$ cat config.mk
export PLATFORM = sky130hd
export DESIGN_NAME = hc595_chain_ctrl_flat
export DESIGN_NICKNAME = d
export VERILOG_FILES = /design/src/rtl/hc595_chain_ctrl_pkg.sv /design/src/rtl/hc595_chain_ctrl_if.sv /design/src/rtl/hc595_chain_ctrl_bit_timer.sv /design/src/rtl/hc595_chain_ctrl.sv /design/src/flat_wrapper.sv
export SDC_FILE = /design/constraint.sdc
export NUM_CORES = 1
export LEC_CHECK = 0
export CAP_MARGIN = 20
export CORE_MARGIN = 3
export CORE_UTILIZATION = 50
export DETAILED_ROUTE_END_ITERATION = 7
export PLACE_DENSITY_LB_ADDON = 0.05
export SLEW_MARGIN = 40
export SYNTH_ARGS = -nofsm -noshare
export SYNTH_HDL_FRONTEND = slang
export SYNTH_SLANG_ARGS = --single-unit
$ cat constraint.sdc
create_clock -name sys_clk -period 2.1 [get_ports sys_clk]
set_clock_uncertainty 0.15 [all_clocks]
set_input_delay 0.315 -clock sys_clk [delete_from_list [all_inputs] [get_ports sys_clk]]
set_output_delay 0.315 -clock sys_clk [all_outputs]
set_load 0.02 [all_outputs]
$ cat src/rtl/hc595_chain_ctrl_pkg.sv
// Shared definitions for the 74HC595 chain driver.
// Holds the FSM state encoding, a constant clog2 helper and the legal
// parameter ranges used by the top-level elaboration check.
package hc595_pkg;

    typedef enum logic [1:0] {
        ST_IDLE  = 2'd0,
        ST_SHIFT = 2'd1,
        ST_LATCH = 2'd2
    } hc595_state_e;

    localparam int DATA_W_MIN = 2;
    localparam int DATA_W_MAX = 64;
    localparam int DIV_MIN    = 1;

    // Smallest r with 2**r >= value; used for counter widths.
    function automatic int hc595_clog2(input int value);
        int r;
        r = 0;
        while ((1 << r) < value) begin
            r = r + 1;
        end
        return r;
    endfunction

    function automatic bit hc595_params_ok(input int data_w, input int div);
        return (data_w >= DATA_W_MIN) && (data_w <= DATA_W_MAX) && (div >= DIV_MIN);
    endfunction

endpackage

$ cat src/rtl/hc595_chain_ctrl_if.sv
// Handshake and pin bundle between the formatting logic (master) and the
// 595 chain driver (slave).
//   data_in, load              : word offer from the master
//   busy, pend_full, done      : status back to the master
//   stcp, shcp, ds, oe         : board-level 595 pins driven by the slave
interface hc595_chain_ctrl_if #(
    parameter int DATA_W = 14
);
    logic [DATA_W-1:0] data_in;
    logic              load;
    logic              busy;
    logic              pend_full;
    logic              done;
    logic              stcp;
    logic              shcp;
    logic              ds;
    logic              oe;

    modport master (
        output data_in, load,
        input  busy, pend_full, done, stcp, shcp, ds, oe
    );

    modport slave (
        input  data_in, load,
        output busy, pend_full, done, stcp, shcp, ds, oe
    );
endinterface

$ cat src/rtl/hc595_chain_ctrl_bit_timer.sv
// Bit-rate timer for the 595 chain driver.
//   sys_clk, sys_rst_n : clock, async active-low reset
//   clr_i              : hold both counters at zero
//   shift_en_i         : count a bit period (0..2*DIV-1) and advance cnt_bit
//   latch_en_i         : count the latch window (0..DIV-1)
//   cnt_bit_o          : number of the bit currently being sent
//   last_bit_o         : final cycle of the final bit
//   shcp_rise_o        : mid-bit cycle where shcp must go high
//   ds_update_o        : first cycle of a bit, where ds takes the new value
//   latch_end_o        : final cycle of the latch window
module hc595_bit_timer
    import hc595_pkg::*;
#(
    parameter int DATA_W = 14,
    parameter int DIV    = 2,
    localparam int CW_DIV = hc595_clog2(2 * DIV),
    localparam int CW_BIT = hc595_clog2(DATA_W)
) (
    input  logic              sys_clk,
    input  logic              sys_rst_n,
    input  logic              clr_i,
    input  logic              shift_en_i,
    input  logic              latch_en_i,
    output logic [CW_BIT-1:0] cnt_bit_o,
    output logic              last_bit_o,
    output logic              shcp_rise_o,
    output logic              ds_update_o,
    output logic              latch_end_o
);

    localparam logic [CW_DIV-1:0] DIV_WRAP   = CW_DIV'(2 * DIV - 1);
    localparam logic [CW_DIV-1:0] DIV_HALF   = CW_DIV'(DIV);
    localparam logic [CW_DIV-1:0] LATCH_LAST = CW_DIV'(DIV - 1);
    localparam logic [CW_BIT-1:0] BIT_LAST   = CW_BIT'(DATA_W - 1);

    logic [CW_DIV-1:0] cnt_div_q, cnt_div_d;
    logic [CW_BIT-1:0] cnt_bit_q, cnt_bit_d;

    always_comb begin
        cnt_div_d = cnt_div_q;
        cnt_bit_d = cnt_bit_q;
        if (clr_i) begin
            cnt_div_d = '0;
            cnt_bit_d = '0;
        end else if (shift_en_i) begin
            if (cnt_div_q == DIV_WRAP) begin
                cnt_div_d = '0;
                // Wrapping on the last bit leaves both counters at zero for
                // the latch window and the following frame.
                cnt_bit_d = (cnt_bit_q == BIT_LAST) ? '0 : cnt_bit_q + 1'b1;
            end else begin
                cnt_div_d = cnt_div_q + 1'b1;
            end
        end else if (latch_en_i) begin
            cnt_div_d = (cnt_div_q == LATCH_LAST) ? '0 : cnt_div_q + 1'b1;
        end
    end

    always_ff @(posedge sys_clk or negedge sys_rst_n) begin
        if (!sys_rst_n) begin
            cnt_div_q <= '0;
            cnt_bit_q <= '0;
        end else begin
            cnt_div_q <= cnt_div_d;
            cnt_bit_q <= cnt_bit_d;
        end
    end

    assign cnt_bit_o   = cnt_bit_q;
    assign last_bit_o  = shift_en_i && (cnt_div_q == DIV_WRAP) && (cnt_bit_q == BIT_LAST);
    assign shcp_rise_o = shift_en_i && (cnt_div_q == DIV_HALF);
    assign ds_update_o = shift_en_i && (cnt_div_q == '0);
    assign latch_end_o = latch_en_i && (cnt_div_q == LATCH_LAST);

endmodule

$ cat src/rtl/hc595_chain_ctrl.sv
// Serial driver for a daisy chain of 74HC595 shift registers.
// Accepts a DATA_W-bit word on a load/busy handshake, buffers one pending
// word, shifts it out on ds/shcp at 2*DIV cycles per bit and pulses stcp.
//   sys_clk, sys_rst_n : clock, async active-low reset
//   bus (slave)        : data_in/load in; busy, pend_full, done, stcp,
//                        shcp, ds, oe out (all registered)
//
// state  | meaning
// IDLE   | no frame in progress, waiting for load
// SHIFT  | sending bits on ds, one shcp pulse per bit
// LATCH  | stcp high for DIV cycles, then decide the next frame
module hc595_chain_ctrl
    import hc595_pkg::*;
#(
    parameter int DATA_W     = 14,
    parameter int DIV        = 2,
    parameter bit MSB_FIRST  = 1'b0,
    parameter bit CONTINUOUS = 1'b0
) (
    input  logic                sys_clk,
    input  logic                sys_rst_n,
    hc595_chain_ctrl_if.slave   bus
);

    localparam int CW_BIT = hc595_clog2(DATA_W);
    localparam logic [CW_BIT-1:0] BIT_LAST = CW_BIT'(DATA_W - 1);

    if (!hc595_params_ok(DATA_W, DIV)) begin : g_bad_params
        $error("hc595_chain_ctrl: DATA_W must be 2..64 and DIV must be >= 1");
    end

    hc595_state_e      state_q, state_d;
    logic [DATA_W-1:0] shift_buf_q, shift_buf_d;
    logic [DATA_W-1:0] pend_buf_q, pend_buf_d;
    logic              pend_full_q, pend_full_d;
    logic              busy_q, busy_d;
    logic              done_q, done_d;
    logic              stcp_q, stcp_d;
    logic              shcp_q, shcp_d;
    logic              ds_q, ds_d;
    logic              oe_q, oe_d;

    logic [CW_BIT-1:0] cnt_bit;
    logic [CW_BIT-1:0] bit_idx;
    logic              last_bit;
    logic              shcp_rise;
    logic              ds_update;
    logic              latch_end;
    logic              accept;

    hc595_bit_timer #(
        .DATA_W (DATA_W),
        .DIV    (DIV)
    ) u_bit_timer (
        .sys_clk     (sys_clk),
        .sys_rst_n   (sys_rst_n),
        .clr_i       (state_q == ST_IDLE),
        .shift_en_i  (state_q == ST_SHIFT),
        .latch_en_i  (state_q == ST_LATCH),
        .cnt_bit_o   (cnt_bit),
        .last_bit_o  (last_bit),
        .shcp_rise_o (shcp_rise),
        .ds_update_o (ds_update),
        .latch_end_o (latch_end)
    );

    assign accept  = bus.load && !pend_full_q;
    assign bit_idx = MSB_FIRST ? (BIT_LAST - cnt_bit) : cnt_bit;

    always_ff @(posedge sys_clk or negedge sys_rst_n) begin
        if (!sys_rst_n) begin
            state_q     <= ST_IDLE;
            shift_buf_q <= '0;
            pend_buf_q  <= '0;
            pend_full_q <= 1'b0;
            busy_q      <= 1'b0;
            done_q      <= 1'b0;
            stcp_q      <= 1'b0;
            shcp_q      <= 1'b0;
            ds_q        <= 1'b0;
            oe_q        <= 1'b1;
        end else begin
            state_q     <= state_d;
            shift_buf_q <= shift_buf_d;
            pend_buf_q  <= pend_buf_d;
            pend_full_q <= pend_full_d;
            busy_q      <= busy_d;
            done_q      <= done_d;
            stcp_q      <= stcp_d;
            shcp_q      <= shcp_d;
            ds_q        <= ds_d;
            oe_q        <= oe_d;
        end
    end

    always_comb begin
        state_d     = state_q;
        shift_buf_d = shift_buf_q;
        pend_buf_d  = pend_buf_q;
        pend_full_d = pend_full_q;
        unique case (state_q)
            ST_IDLE: begin
                if (bus.load) begin
                    shift_buf_d = bus.data_in;
                    state_d     = ST_SHIFT;
                end
            end
            ST_SHIFT: begin
                if (accept) begin
                    pend_buf_d  = bus.data_in;
                    pend_full_d = 1'b1;
                end
                if (last_bit) begin
                    state_d = ST_LATCH;
                end
            end
            ST_LATCH: begin
                if (latch_end) begin
                    if (pend_full_q) begin
                        shift_buf_d = pend_buf_q;
                        pend_full_d = 1'b0;
                        state_d     = ST_SHIFT;
                    end else if (bus.load) begin
                        // Word arriving exactly at the boundary skips the
                        // pending buffer and starts the next frame directly.
                        shift_buf_d = bus.data_in;
                        state_d     = ST_SHIFT;
                    end else if (CONTINUOUS) begin
                        state_d = ST_SHIFT;
                    end else begin
                        state_d = ST_IDLE;
                    end
                end else if (accept) begin
                    pend_buf_d  = bus.data_in;
                    pend_full_d = 1'b1;
                end
            end
            default: state_d = ST_IDLE;
        endcase
    end

    always_comb begin
        busy_d = (state_d != ST_IDLE);
        done_d = latch_end;
        stcp_d = (state_q == ST_LATCH);
        ds_d   = ds_q;
        if (ds_update) begin
            ds_d = shift_buf_q[bit_idx];
        end
        // shcp rises mid-bit and falls together with the next ds change;
        // the latch window forces it low so stcp never overlaps a shift.
        shcp_d = shcp_q;
        if (state_q != ST_SHIFT) begin
            shcp_d = 1'b0;
        end else if (shcp_rise) begin
            shcp_d = 1'b1;
        end else if (ds_update) begin
            shcp_d = 1'b0;
        end
        // Outputs stay disabled until a complete frame has been latched.
        oe_d = oe_q && !latch_end;
    end

    assign bus.busy      = busy_q;
    assign bus.pend_full = pend_full_q;
    assign bus.done      = done_q;
    assign bus.stcp      = stcp_q;
    assign bus.shcp      = shcp_q;
    assign bus.ds        = ds_q;
    assign bus.oe        = oe_q;

endmodule

$ cat src/flat_wrapper.sv
// flat-port wrapper written by rule: the top's interface ports become plain ports
module hc595_chain_ctrl_flat import hc595_pkg::*;
#(
    parameter int DATA_W     = 14,
    parameter int DIV        = 2,
    parameter bit MSB_FIRST  = 1'b0,
    parameter bit CONTINUOUS = 1'b0
)
  (sys_clk, sys_rst_n, bus_data_in, bus_load, bus_busy, bus_pend_full, bus_done, bus_stcp, bus_shcp, bus_ds, bus_oe);
  hc595_chain_ctrl_if #(.DATA_W(DATA_W)) bus_i ();
  input  logic sys_clk;
  input  logic sys_rst_n;
  input wire logic [$bits(bus_i.data_in)-1:0] bus_data_in;
  input wire logic [$bits(bus_i.load)-1:0] bus_load;
  output wire logic [$bits(bus_i.busy)-1:0] bus_busy;
  output wire logic [$bits(bus_i.pend_full)-1:0] bus_pend_full;
  output wire logic [$bits(bus_i.done)-1:0] bus_done;
  output wire logic [$bits(bus_i.stcp)-1:0] bus_stcp;
  output wire logic [$bits(bus_i.shcp)-1:0] bus_shcp;
  output wire logic [$bits(bus_i.ds)-1:0] bus_ds;
  output wire logic [$bits(bus_i.oe)-1:0] bus_oe;
  assign bus_i.data_in = bus_data_in;
  assign bus_i.load = bus_load;
  assign bus_busy = bus_i.busy;
  assign bus_pend_full = bus_i.pend_full;
  assign bus_done = bus_i.done;
  assign bus_stcp = bus_i.stcp;
  assign bus_shcp = bus_i.shcp;
  assign bus_ds = bus_i.ds;
  assign bus_oe = bus_i.oe;
  hc595_chain_ctrl #(.DATA_W(DATA_W), .DIV(DIV), .MSB_FIRST(MSB_FIRST), .CONTINUOUS(CONTINUOUS)) u_core (.sys_clk(sys_clk), .sys_rst_n(sys_rst_n), .bus(bus_i));
endmodule
# Word-level counts from Yosys, hierarchy flattened
# Index checks and enable logic that the tools add are counted.
# classes
order_cmp	1
n_reduce_logical	21
muxes	30
div	0
n_bitwise	0
n_addsub	2
shift	0
n_eq_ne	9
mul	0
# op_table
op	n
2-to-1 mux 14 bit	5
case mux 14 bit (2 select lines)	2
2-to-1 mux 2 bit	9
2-to-1 mux 4 bit	4
nonzero test 2 bit	5
logical AND 1 bit	7
2-to-1 mux 1 bit	7
== test 2 bit, second input constant	3
case mux 2 bit (3 select lines)	1
AND reduction 2 bit	3
nonzero test 3 bit	2
< comparator 4 x 5 -> 1 bit, second input constant	1
adder 4 x 1 -> 4 bit, second input constant	1
binary-select mux 1 bit (select 4 bit)	1
== test 2 x 1 -> 1 bit, second input constant	2
== test 4 bit, second input constant	1
logical NOT 2 bit	2
inequality test 2 x 1 -> 1 bit, second input constant	2
adder 2 x 1 -> 2 bit, second input constant	1
logical NOT 1 bit	2
inequality test 2 bit, second input constant	1
case mux 1 bit (2 select lines)	1
# totals
inputBits	17
output_inout_bits	7
latchBits	0
wordCells	75
mem_bits_ro	0
register_bits	43
mem_bits_rw	0
memories	0

# Logic depth before layout (Yosys ltp)
# logic_depth
ltp_word	6
ltp_mapped	8
mapped_depth_nobuf	6

# Hierarchy
# From an unflattened synthesis, not the netlist that was laid out.
# hier_totals
cells_unflattened	190
hier_area_um2	2133.3
# by_module_without_submodules
module	n_inst	area_per_inst_um2	cells_each
hc595_chain_ctrl	1	1704.1	143
hc595_bit_timer	1	429.2	47

# Least setup slack after synthesis
# No wires, ideal clock.
# synth_timing
path_type	reg2reg
start	register u_core.state_q[0]
end	register u_core.pend_buf_q[10]
required_ns	1.825
stages_incl_launch_ff	7
arrival_ns	1.788
path_slack_ns	0.037
n_path_buf	1
synth_period_minus_slack_ns	2.063
cell_sequence	dfrtp_1 -> inv_1 -> ha_1 -> and2_1 -> nor4_4 -> buf_4 -> mux2_2
# synth_via
elab_chain_cells	4
# synth_lines
item	line_no	source
from (decl)	hc595_chain_ctrl.sv:32	hc595_state_e state_q, state_d;
from (signal assigned)	hc595_chain_ctrl.sv:83	state_q <= state_d;
== test 2 bit	hc595_chain_ctrl.sv:59, hc595_chain_ctrl.sv:101	
logical AND 1 bit	hc595_chain_ctrl_bit_timer.sv:73	assign latch_end_o = latch_en_i && (cnt_div_q == LATCH_LAST);
inequality test 2 bit (no source line)	n/a	
AND reduction 2 bit (no source line)	n/a	
to (signal assigned)	hc595_chain_ctrl.sv:85	pend_buf_q <= pend_buf_d;
to (decl)	hc595_chain_ctrl.sv:34	logic [DATA_W-1:0] pend_buf_q, pend_buf_d;
# Several ways; a longest one is shown, not always the timed one.
# A chain may end at the register's enable or synchronous reset.

# Final worst setup path
# layout_timing
start	register u_core.u_bit_timer.cnt_div_q[1]
end	register u_core.pend_buf_q[11]
# layout_via
elab_chain_cells	4
# layout_lines
item	line_no	source
from (decl)	hc595_chain_ctrl_bit_timer.sv:36	logic [CW_DIV-1:0] cnt_div_q, cnt_div_d;
from (signal assigned)	hc595_chain_ctrl_bit_timer.sv:64	cnt_div_q <= cnt_div_d;
== test 2 x 1 -> 1 bit	hc595_chain_ctrl_bit_timer.sv:73	
logical AND 1 bit	hc595_chain_ctrl_bit_timer.sv:73	
inequality test 2 bit (no source line)	n/a	
AND reduction 2 bit (no source line)	n/a	
# No other way between the ends.

==> impl_metrics.json <==
{
  "outcome": "complete, no violations",
  "drt_first_iter_violations": 102,
  "start_kind": "flop",
  "worstRegToRegCells": 6,
  "clkTransAtPathRegs_ns": 0.09,
  "synth_area_um2": 2110,
  "drv_slew": 0,
  "ir_drop_uv": 482,
  "synth-edff-count": 0,
  "wl_per_cell_um": 16.0,
  "cts_buffer_depth": 2,
  "path_class": "reg -> reg",
  "power.density_nw_per_um2": 585,
  "fin_hold_ws_ns": 0.341,
  "yosys-top-cells-area": "dfrtp_1 (50%), mux2_2 (8.5%), ha_1 (7.1%)",
  "p_int_uw": 1150,
  "tns_ns": 0,
  "root_buffer": "clkbuf_8",
  "clockPowerShare": 0.340,
  "hold_viol": 0,
  "synth_top_area_share": 0.497,
  "p_switching_uw": 341,
  "vias": 1540,
  "power_leakage_uw": 0.00113,
  "rsz0062_at_grt": "no",
  "synth-main-ff-cell": "dfrtp_1",
  "diodes": 0,
  "synth.distinct_cells": 36,
  "cts_made_buffers": 5,
  "insertion_delay_ns": 0.29,
  "pre_cts_slack_ns": 0.0340,
  "final_util": 0.633,
  "async_flop_share": 1.00,
  "chipWidth_um": 71.0,
  "synth-seq-cells": 43,
  "dp_hpwl_um": 3110,
  "required_ns": 2.12,
  "wl_um": 4360,
  "period_minus_slack_ns": 2.00,
  "synthTopCellsByCount": "dfrtp_1 (42), a21oi_1 (22), nor2_1 (18)",
  "max_freq_mhz": 500,
  "htreeDepth": 2,
  "die_h_um": 71.0,
  "areaGrowthSynthToFinish_pct": 20.7,
  "vias_per_cell": 5.64,
  "dieArea_um2": 5040,
  "grt_max_degree": 44,
  "portBuffers": 23,
  "period_share": 0.952,
  "cp_max_fo": 14,
  "seq_power_share": 0.591,
  "hold_path_end": "u_core.bus.ds",
  "r2r-end": "u_core.pend_buf_q[11]",
  "cts.sinks": 43,
  "stdcell_count": 273,
  "p_sw_frac": 0.229,
  "drtAntennaViolNets": 0,
  "place.gp.congestion": 0.794,
  "critPathArrivalTime_ns": 2.02,
  "grt_overflow": 0,
  "setup_ws_ns": 0.100,
  "holdPathStages": 2,
  "critPathCaptureType": "flop",
  "reg2reg_slack_ns": 0.10,
  "drv_cap": 0,
  "core_um2": 4030,
  "combPwrFrac": 0.070,
  "antenna_found_initial": 0,
  "post-route-drc-count": 0,
  "syn_nets": 218,
  "grt_pass1_vias": 1535,
  "row_count": 23,
  "yosysSeqAreaShare": 0.510,
  "postSynthCellCount": 189,
  "start_util": 0.525,
  "yosysMostFrequentCell": "dfrtp_1",
  "yosys_warnings": 0,
  "dp_cells": 264,
  "max_slew.worst_pin.slew_ns": 0.546,
  "min_path_type": "reg -> reg",
  "drive_above_1_share": 0.179,
  "ios": 24,
  "cts_tree": "yes",
  "maxSlewHeadroom": 0.636,
  "finalSetupViolations": 0,
  "netlist.top_cell.by_area": "dfrtp_1",
  "grt_pass1_wl_um": 7270,
  "reg2reg_from": "u_core.u_bit_timer.cnt_div_q[1]",
  "min-delay-start": "u_core.bus.ds",
  "grt_usage": 0.182,
  "fin_nets": 251,
  "syn_avg_cell_area_um2": 11.2,
  "firstDrtPassIters": 4
}
==> critical path, cell delays in order (launching register included) <==
cell,delay [ns]
dfrtp_1,0.41
inv_1,0.09
ha_1,0.20
and2_1,0.20
nor4_4,0.29
buf_12,0.19
mux2_2,0.34
==> worst max path at each step <==
stage	start	endpoint	slack [ns]	depth (start not counted)
6_report	u_core.u_bit_timer.cnt_div_q[1]	u_core.pend_buf_q[11]	0.10	6
2_1_floorplan	u_core.state_q[0]	u_core.pend_buf_q[10]	0.04	6
3_5_place_dp	bus_load	u_core.pend_buf_q[11]	0.03	5
3_3_place_gp	bus_load	u_core.pend_buf_q[8]	0.1	5
5_1_grt	u_core.u_bit_timer.cnt_div_q[1]	u_core.pend_buf_q[8]	0.05	6
4_1_cts	u_core.u_bit_timer.cnt_div_q[1]	u_core.pend_buf_q[11]	0.10	6
==> cell families (layout without fill, tap and decap cells) <==
kind of cell    count (synthesis)  count (layout)  share of synthesized area
simple gates                   45              45                      0.108
flops                          43              43                      0.510
mux                            22              22                      0.129
buf+inv                        16              50                     0.0361
fa+ha+maj                      12              12                     0.0710
compound gates                 51              51                      0.146
==> what timing repair did <==
item / in CTS / in global routing
resized for setup: 0 / 2
hold endpoints to repair: 42 / 0
hold buffers: 1 / 0
buffers inserted: 0 / 0
endpoints found under the setup margin: 0 / 9
==> power groups by stage <==
stage	sequential (uW)	clock [uW]	combinational, uW
3_3_place_gp	894	0	97.8
5_1_grt	885	559	116
3_5_place_dp	897	0	104
6_report	881	507	104
4_1_cts	880	525	106
2_1_floorplan	891	0	43.7
==> per-stage QoR <==
stage / power [uW] / area, um2
2_1_floorplan: 935 / 2110
3_3_place_gp: 992 / 2450
3_5_place_dp: 1000 / 2450
4_1_cts: 1510 / 2540
5_1_grt: 1560 / 2550
6_report: 1490 / 2550
==> area by class of cell <==
cell class	count	area (um2)
multi-input combinational	130	970
tap	50	62.6
timing repair buffer	35	330
clock inverter	3	15.0
inverter	7	26.3
sequential	43	1080
clock buffer	5	68.8
fill	325	1480
==> registers in the layout (all words and copies together) (netlist names), 2 cells and up <==
| signal | flops |
|---|---|
| u_core.u_bit_timer.cnt_bit_o | 4 |
| u_core.shift_buf_q | 14 |
| u_core.u_bit_timer.cnt_div_q | 2 |
| u_core.state_q | 2 |
| u_core.pend_buf_q | 14 |
==> placed cells by master, fill, tap and decap left out, types with 2 or more instances in the layout <==
cell              n
mux2_2           16
nand2_1           6
buf_4            10
clkinv_2          3
nand3_1           2
nor3_1            5
dfrtp_1          42
mux4_1            2
inv_1             7
mux2i_1           4
nor2_1           18
ha_1             12
clkdlybuf4s50_1  22
and2_1            2
nor2b_1           3
nand2b_1          3
a31oi_1           2
a21oi_1          22
o31ai_1           2
o21ai_0           3
clkbuf_8          5
o22ai_1          14
==> routing by layer <==
metal | track usage | vias up | part of all wire
met5 | 0 | - | 0
met2 | 0.285 | 33 | 0.51
met1 | 0.252 | 761 | 0.46
met4 | 0.0564 | 0 | 0.0050
li1 | - | 744 | -
met3 | 0.0426 | 2 | 0.032
Note: power is estimated with default switching activity, not from simulation.
